===== config.mk =====
export PLATFORM = sky130hd
export DESIGN_NAME = instr_encoder_flat
export DESIGN_NICKNAME = d
export VERILOG_FILES = /design/src/rtl/instr_enc_if.sv /design/src/rtl/instr_encoder.sv /design/src/flat_wrapper.sv
export SDC_FILE = /design/constraint.sdc
export NUM_CORES = 1
export LEC_CHECK = 0
export ABC_AREA = 1
export CAP_MARGIN = 10
export CORE_AREA = 2 2 101 103
export CTS_CLUSTER_SIZE = 14
export DETAILED_ROUTE_END_ITERATION = 8
export DIE_AREA = 0 0 103 105
export MAX_ROUTING_LAYER = met4
export PLACE_DENSITY_LB_ADDON = 0.1
export SYNTH_ARGS = -nofsm -noshare
export SYNTH_HDL_FRONTEND = slang
export SYNTH_SLANG_ARGS = --single-unit

===== constraint.sdc =====
create_clock -name clk -period 2 [get_ports clk]
set_input_delay 0.5 -clock clk [delete_from_list [all_inputs] [get_ports clk]]
set_output_delay 0.5 -clock clk [all_outputs]
set_load 0.005 [all_outputs]

===== src/rtl/instr_enc_if.sv =====
// instr_enc_if: symbolic-instruction input channel and encoded-word output channel
// of instr_encoder.
//   in_valid/in_ready      input handshake
//   in_op, in_rs, in_rt,   mnemonic code and register fields
//   in_rd
//   in_imm                 immediate (I-type) or jump target (J)
//   in_last                marks the final instruction of a program
//   out_valid/out_ready    output handshake
//   out_instr, out_addr    encoded word and its word address
// Modport master drives the instruction stream and accepts words.
// Modport slave is the encoder.
interface instr_enc_if #(
  parameter int unsigned ADDR_W = 8
);
  logic              in_valid;
  logic              in_ready;
  logic [3:0]        in_op;
  logic [4:0]        in_rs;
  logic [4:0]        in_rt;
  logic [4:0]        in_rd;
  logic [25:0]       in_imm;
  logic              in_last;
  logic              out_valid;
  logic              out_ready;
  logic [31:0]       out_instr;
  logic [ADDR_W-1:0] out_addr;

  modport master (
    output in_valid, in_op, in_rs, in_rt, in_rd, in_imm, in_last, out_ready,
    input  in_ready, out_valid, out_instr, out_addr
  );

  modport slave (
    input  in_valid, in_op, in_rs, in_rt, in_rd, in_imm, in_last, out_ready,
    output in_ready, out_valid, out_instr, out_addr
  );
endinterface


===== src/rtl/instr_encoder.sv =====
// instr_encoder: sequential MIPS instruction encoder. It accepts one symbolic
// instruction per input handshake and emits the registered 32-bit machine word
// with its word address. A load FSM (IDLE/LOAD/DONE) runs a program from start to
// the last instruction, or until the last address is used.
// Ports:
//   clk    clock, rising edge
//   rst    synchronous active-high reset
//   start  one-cycle pulse beginning a load (ignored during LOAD)
//   done   high in DONE
//   err    sticky error: illegal op, bad immediate, address overflow
//   bus    instr_enc_if slave modport (input and output channels)
// Optional feature: define INSTR_ENC_RANGE_CHK_EN to enable the I-type immediate
// range check. A violating instruction is encoded as a NOP and sets err.
module instr_encoder #(
  parameter int unsigned ADDR_W = 8
) (
  input  logic        clk,
  input  logic        rst,
  input  logic        start,
  output logic        done,
  output logic        err,
  instr_enc_if.slave  bus
);

  typedef enum logic [1:0] {StIdle, StLoad, StDone} state_e;

  localparam logic [ADDR_W-1:0] AddrMax = '1;

  state_e            state_q;
  logic              out_valid_q;
  logic [31:0]       out_instr_q;
  logic [ADDR_W-1:0] out_addr_q;
  logic [ADDR_W-1:0] cnt_q;    // address of the next word when no word is held
  logic              last_q;   // held word carried in_last
  logic              err_q;

  logic              out_hs;
  logic              in_hs;
  logic              in_ready;
  logic              term;
  logic [ADDR_W-1:0] cap_addr;
  logic [31:0]       enc_instr;
  logic              enc_bad;

  assign out_hs = out_valid_q & bus.out_ready;
  // The held word ends the load. Nothing more is accepted behind it, so the
  // address never wraps and no word follows the last one.
  assign term     = out_valid_q & (last_q | (out_addr_q == AddrMax));
  assign in_ready = (state_q == StLoad) & (~out_valid_q | (bus.out_ready & ~term));
  assign in_hs    = bus.in_valid & in_ready;
  // A capture with a word held implies that word is leaving in the same cycle.
  assign cap_addr = out_valid_q ? out_addr_q + ADDR_W'(1) : cnt_q;

  always_comb begin
    enc_instr = '0;
    enc_bad   = 1'b0;
    case (bus.in_op)
      4'd0:  enc_instr = {6'h00, bus.in_rs, bus.in_rt, bus.in_rd, 5'd0, 6'h20};
      4'd1:  enc_instr = {6'h00, bus.in_rs, bus.in_rt, bus.in_rd, 5'd0, 6'h21};
      4'd2:  enc_instr = {6'h00, bus.in_rs, bus.in_rt, bus.in_rd, 5'd0, 6'h24};
      4'd3:  enc_instr = {6'h00, bus.in_rs, bus.in_rt, bus.in_rd, 5'd0, 6'h25};
      4'd4:  enc_instr = {6'h00, bus.in_rs, bus.in_rt, bus.in_rd, 5'd0, 6'h27};
      4'd5:  enc_instr = {6'h00, bus.in_rs, bus.in_rt, bus.in_rd, 5'd0, 6'h22};
      4'd6:  enc_instr = {6'h08, bus.in_rs, bus.in_rt, bus.in_imm[15:0]};
      4'd7:  enc_instr = {6'h0C, bus.in_rs, bus.in_rt, bus.in_imm[15:0]};
      4'd8:  enc_instr = {6'h04, bus.in_rs, bus.in_rt, bus.in_imm[15:0]};
      4'd9:  enc_instr = {6'h23, bus.in_rs, bus.in_rt, bus.in_imm[15:0]};
      4'd10: enc_instr = {6'h2B, bus.in_rs, bus.in_rt, bus.in_imm[15:0]};
      4'd11: enc_instr = {6'h02, bus.in_imm};
      default: enc_bad = 1'b1;
    endcase
`ifdef INSTR_ENC_RANGE_CHK_EN
    // ANDI zero-extends its immediate; the other I-types sign-extend.
    if (bus.in_op == 4'd7) begin
      if (bus.in_imm[25:16] != 10'd0) enc_bad = 1'b1;
    end else if (bus.in_op == 4'd6 || bus.in_op == 4'd8 ||
                 bus.in_op == 4'd9 || bus.in_op == 4'd10) begin
      if (bus.in_imm[25:16] != {10{bus.in_imm[15]}}) enc_bad = 1'b1;
    end
`endif
    if (enc_bad) enc_instr = '0;
  end

  always_ff @(posedge clk) begin
    if (rst) begin
      state_q     <= StIdle;
      out_valid_q <= 1'b0;
      out_instr_q <= '0;
      out_addr_q  <= '0;
      cnt_q       <= '0;
      last_q      <= 1'b0;
      err_q       <= 1'b0;
    end else begin
      case (state_q)
        StIdle, StDone: begin
          if (start) begin
            state_q <= StLoad;
            cnt_q   <= '0;
            err_q   <= 1'b0;
          end
        end
        StLoad: begin
          if (out_hs) begin
            if (term) begin
              state_q <= StDone;
              if (!last_q) err_q <= 1'b1;
            end else begin
              cnt_q <= out_addr_q + ADDR_W'(1);
            end
          end
          if (in_hs) begin
            out_valid_q <= 1'b1;
            out_instr_q <= enc_instr;
            out_addr_q  <= cap_addr;
            last_q      <= bus.in_last;
            if (enc_bad) err_q <= 1'b1;
          end else if (out_hs) begin
            out_valid_q <= 1'b0;
          end
        end
        default: state_q <= StIdle;
      endcase
    end
  end

  assign bus.in_ready  = in_ready;
  assign bus.out_valid = out_valid_q;
  assign bus.out_instr = out_instr_q;
  assign bus.out_addr  = out_addr_q;
  assign done          = (state_q == StDone);
  assign err           = err_q;

endmodule


===== src/flat_wrapper.sv =====
// flat-port wrapper written by rule: the top's interface ports become plain ports
module instr_encoder_flat 
#(
  parameter int unsigned ADDR_W = 8
)
  (clk, rst, start, done, err, bus_in_valid, bus_in_op, bus_in_rs, bus_in_rt, bus_in_rd, bus_in_imm, bus_in_last, bus_out_ready, bus_in_ready, bus_out_valid, bus_out_instr, bus_out_addr);
  instr_enc_if #(.ADDR_W(ADDR_W)) bus_i ();
  input  logic clk;
  input  logic rst;
  input  logic start;
  output logic done;
  output logic err;
  input wire logic [$bits(bus_i.in_valid)-1:0] bus_in_valid;
  input wire logic [$bits(bus_i.in_op)-1:0] bus_in_op;
  input wire logic [$bits(bus_i.in_rs)-1:0] bus_in_rs;
  input wire logic [$bits(bus_i.in_rt)-1:0] bus_in_rt;
  input wire logic [$bits(bus_i.in_rd)-1:0] bus_in_rd;
  input wire logic [$bits(bus_i.in_imm)-1:0] bus_in_imm;
  input wire logic [$bits(bus_i.in_last)-1:0] bus_in_last;
  input wire logic [$bits(bus_i.out_ready)-1:0] bus_out_ready;
  output wire logic [$bits(bus_i.in_ready)-1:0] bus_in_ready;
  output wire logic [$bits(bus_i.out_valid)-1:0] bus_out_valid;
  output wire logic [$bits(bus_i.out_instr)-1:0] bus_out_instr;
  output wire logic [$bits(bus_i.out_addr)-1:0] bus_out_addr;
  assign bus_i.in_valid = bus_in_valid;
  assign bus_i.in_op = bus_in_op;
  assign bus_i.in_rs = bus_in_rs;
  assign bus_i.in_rt = bus_in_rt;
  assign bus_i.in_rd = bus_in_rd;
  assign bus_i.in_imm = bus_in_imm;
  assign bus_i.in_last = bus_in_last;
  assign bus_i.out_ready = bus_out_ready;
  assign bus_in_ready = bus_i.in_ready;
  assign bus_out_valid = bus_i.out_valid;
  assign bus_out_instr = bus_i.out_instr;
  assign bus_out_addr = bus_i.out_addr;
  instr_encoder #(.ADDR_W(ADDR_W)) u_core (.clk(clk), .rst(rst), .start(start), .done(done), .err(err), .bus(bus_i));
endmodule

==> run metrics, run 1 <==
status completed; kind of critical path flop to output pin; Data required, critical path 1.50 ns; main combinational cell family by area after synthesis simple AND/OR/NAND/NOR gates; crit start category flop; antenna viol nets, final 0; Fin Clk Skew about 0.014 ns; number of global-route vias before repair between 2000 and 3000; DP Area ~4100 um2; DRC Markers 0; complex-gate fraction of the synthesized area 12.6%; Synth cell types 30; worst vdd ir 0.000283 V; highest metal used met4; Ports 95; Placer Congestion a little under 0.8; Final Cell Area 4250 um2; Async SR Flop Fraction 0%; ratio of cells with drive above 1 in the final layout ~9.7%; Critical Path, Cell by Cell ha_4 > nand2_2 > nor2_4 > nand2_2 > nand2_2 > nand2_2 > nand2_2 > nor2_2 > buf_2; synthesized area about 2900 um2; Met3 Wirelength 549 um; setup TNS 0 ns; Hold Startpoint u_core.cnt_q[6]$_SDFFE_PP0P_; register area share after synthesis 35.6%; H-tree depth 2; Peak Freq roughly 0.52 GHz; Root Buffer clkbuf_8; RR Startpoint u_core.bus.out_addr[0]$_SDFFE_PP0P_; number of max-cap violations 0; 1st-iter DRT viols 71; Via-to-Cell Ratio 4.16; PwrDens 602 nW/um2; final hold vios 0; global-route usage over all layers ~14%; dpl hpwl around 5.5 mm; Synth Area in Adders less than 1%; Synth warnings 0; most frequent cells in the layout 113 x inv_1, 105 x nand2_1, 92 x clkdlybuf4s50_1, 82 x nor2_1, 49 x dfxtp_1; CTS tree done; first-pass GRT wire length about 12 mm; Final Cycle Share 95.6%; core area between 9000 and 10000 um2; row cnt 36; most common cell after layout, fill and taps aside inv_1; fill count between 1000 and 1500; routed wl met2 roughly 3.4 mm; CP max stage cell dfxtp_2; input/output buffers between 90 and 100; Pleak ~2.1 nW; mux contribution to synthesized area 0%; CP startpoint u_core.bus.out_addr[0]$_SDFFE_PP0P_; Pins Over Slew Limit 0; Critical path buffers and inverters 1; final WL 7.39 mm; Avg Inst Size Synth just over 6 um2; initial antenna violation count 0; wl on met1 3.37 mm; CP top delay family simple AND/OR/NAND/NOR gates; Initial Utilization between 20% and 30%; Seq cells post-synth 51; die width 103 um; grt total ovfl 0; vias post-DR between 2000 and 3000; RSZ-0062 raised after global routing false; CP max stage delay approximately 0.37 ns; worst-path maximum fanout 2; Primary FF master, synth dfxtp_1; Tmin final around 1.9 ns; worst hold path type flop to flop; worst skew pair latency 0.31 ns; number of clock sinks 51; Cells after Synth about 480; number of diodes 0; Post-synth EDFFs 0; Nets roughly 640; CTS Buf Count 5; CTS max path bufs 2; largest net degree at the start of global routing 63; Synth Area in Simple Gates 31.5%; Most common cell on crit path nand2_2; Reg clk slew, reported paths around 0.1 ns; DRT Pass-1 Iters 4; Die Y-Extent 105 um; Worst EP arrival roughly 1.4 ns; Synth Area in XOR/XNOR less than 1%; Area Growth Syn to Fin 48.0%; Hold-fix buffers, CTS 0; endpoint class of the critical path output pin; die area 10800 um2; Synthesized Nets between 500 and 600; post-layout power ~2.6 mW; Setup Viol. Count Final 0; routed length per instance between 10 and 15 um
## worst reg2reg max path, delay by kind of cell (launching register included)
family        cells  cell delay [ns]
simple gates      8             0.60
buf+inv           3             0.44
fa+ha+maj         1             0.14
flops             1             0.37
## sequential cells by signal, indices dropped and copies added (netlist names)
| name | flops |
|---|---|
| u_core.bus.out_addr | 8 |
| u_core.state_q | 2 |
| u_core.cnt_q | 8 |
| u_core.bus.out_valid | 1 |
| u_core.bus.out_instr | 30 |
| u_core.last_q | 1 |
| u_core.err | 1 |
## cell type report
| type | count | area (um2) | share of cell area, % |
|---|---|---|---|
| well taps | 133 | 166 | 3.92 |
| repair buffers | 124 | 1200 | 28.1 |
| inverters | 114 | 428 | 10.1 |
| clock buffers | 6 | 82.6 | 1.94 |
| multi-input cells | 290 | 1340 | 31.5 |
| clock inverters | 2 | 16.3 | 0.383 |
| flip-flops and latches | 51 | 1020 | 24.1 |
## logic make-up after synthesis
group	count (synthesis)
buffers and inverters	134
AO/OA/AOI/OAI	63
AND/OR/NAND/NOR	222
flip-flops	51
other	1
adder cells (fa/ha/maj)	1
XOR/XNOR	3
## routing by layer
layer,global-route usage (%),vias to the layer above
met5,-,-
met4,3.38,0
met2,23.5,74
met1,17.4,1291
met3,4.62,6
li1,-,1624
## what timing repair did
action	CTS	global route
endpoints found under the setup margin	1	1
pin swaps	4	4
endpoints found under the hold margin	0	0
resized for setup	11	3
setup buffers	1	1
## Yosys cell counts, types with 4 or more instances
cell        n  area, um2
nand2_1   108        405
clkbuf_1    5       18.8
nand3_1    19       95.1
nor2_1     84        315
a22o_1      5       43.8
buf_2       6       30.0
o22ai_1    10       62.6
a21oi_1     8       40.0
inv_1     113        424
o21ai_0    33        165
nand4_1     4       25.0
dfxtp_1    51       1020
## final timing paths
path	slack, ns	end	cells after the start
worst max-delay path	0.09	bus_in_ready	9
worst min-delay path	0.47	u_core.cnt_q[6]$_SDFFE_PP0P_	2
worst max register to register	0.36	u_core.bus.out_instr[6]$_SDFFE_PP0P_	12
worst min register to register	0.47	u_core.cnt_q[6]$_SDFFE_PP0P_	2
## where the power goes
part | internal, mW | switching, mW
Clock | 0.283 | 0.357
Sequential | 1.11 | 0.0496
Combinational | 0.401 | 0.360
## stage by stage
step / hold WS [ns] / worst slack (ns) / util (%) / cells
floorplan: 0.440 / 0.382 / - / 475
finish: 0.473 / 0.0883 / 44.1 / 720
CTS: 0.484 / 0.00292 / 43.9 / 719
global route: 0.502 / 0.00293 / 44.1 / 720
detailed placement: 0.460 / -0.244 / 42.6 / 710
global placement: 0.451 / -0.211 / 42.6 / 710
Power figures use the tool's default switching activity.
==> run 2, diff against run 1 <==
--- a/config.mk
+++ b/config.mk
@@ -13,6 +13,7 @@
 export DIE_AREA = 0 0 103 105
 export MAX_ROUTING_LAYER = met4
 export PLACE_DENSITY_LB_ADDON = 0.1
+export SLEW_MARGIN = 20
 export SYNTH_ARGS = -nofsm -noshare
 export SYNTH_HDL_FRONTEND = slang
 export SYNTH_SLANG_ARGS = --single-unit
==> results of run 2 <==
No change in the layout: final DEF, timing and power equal those of run 1.
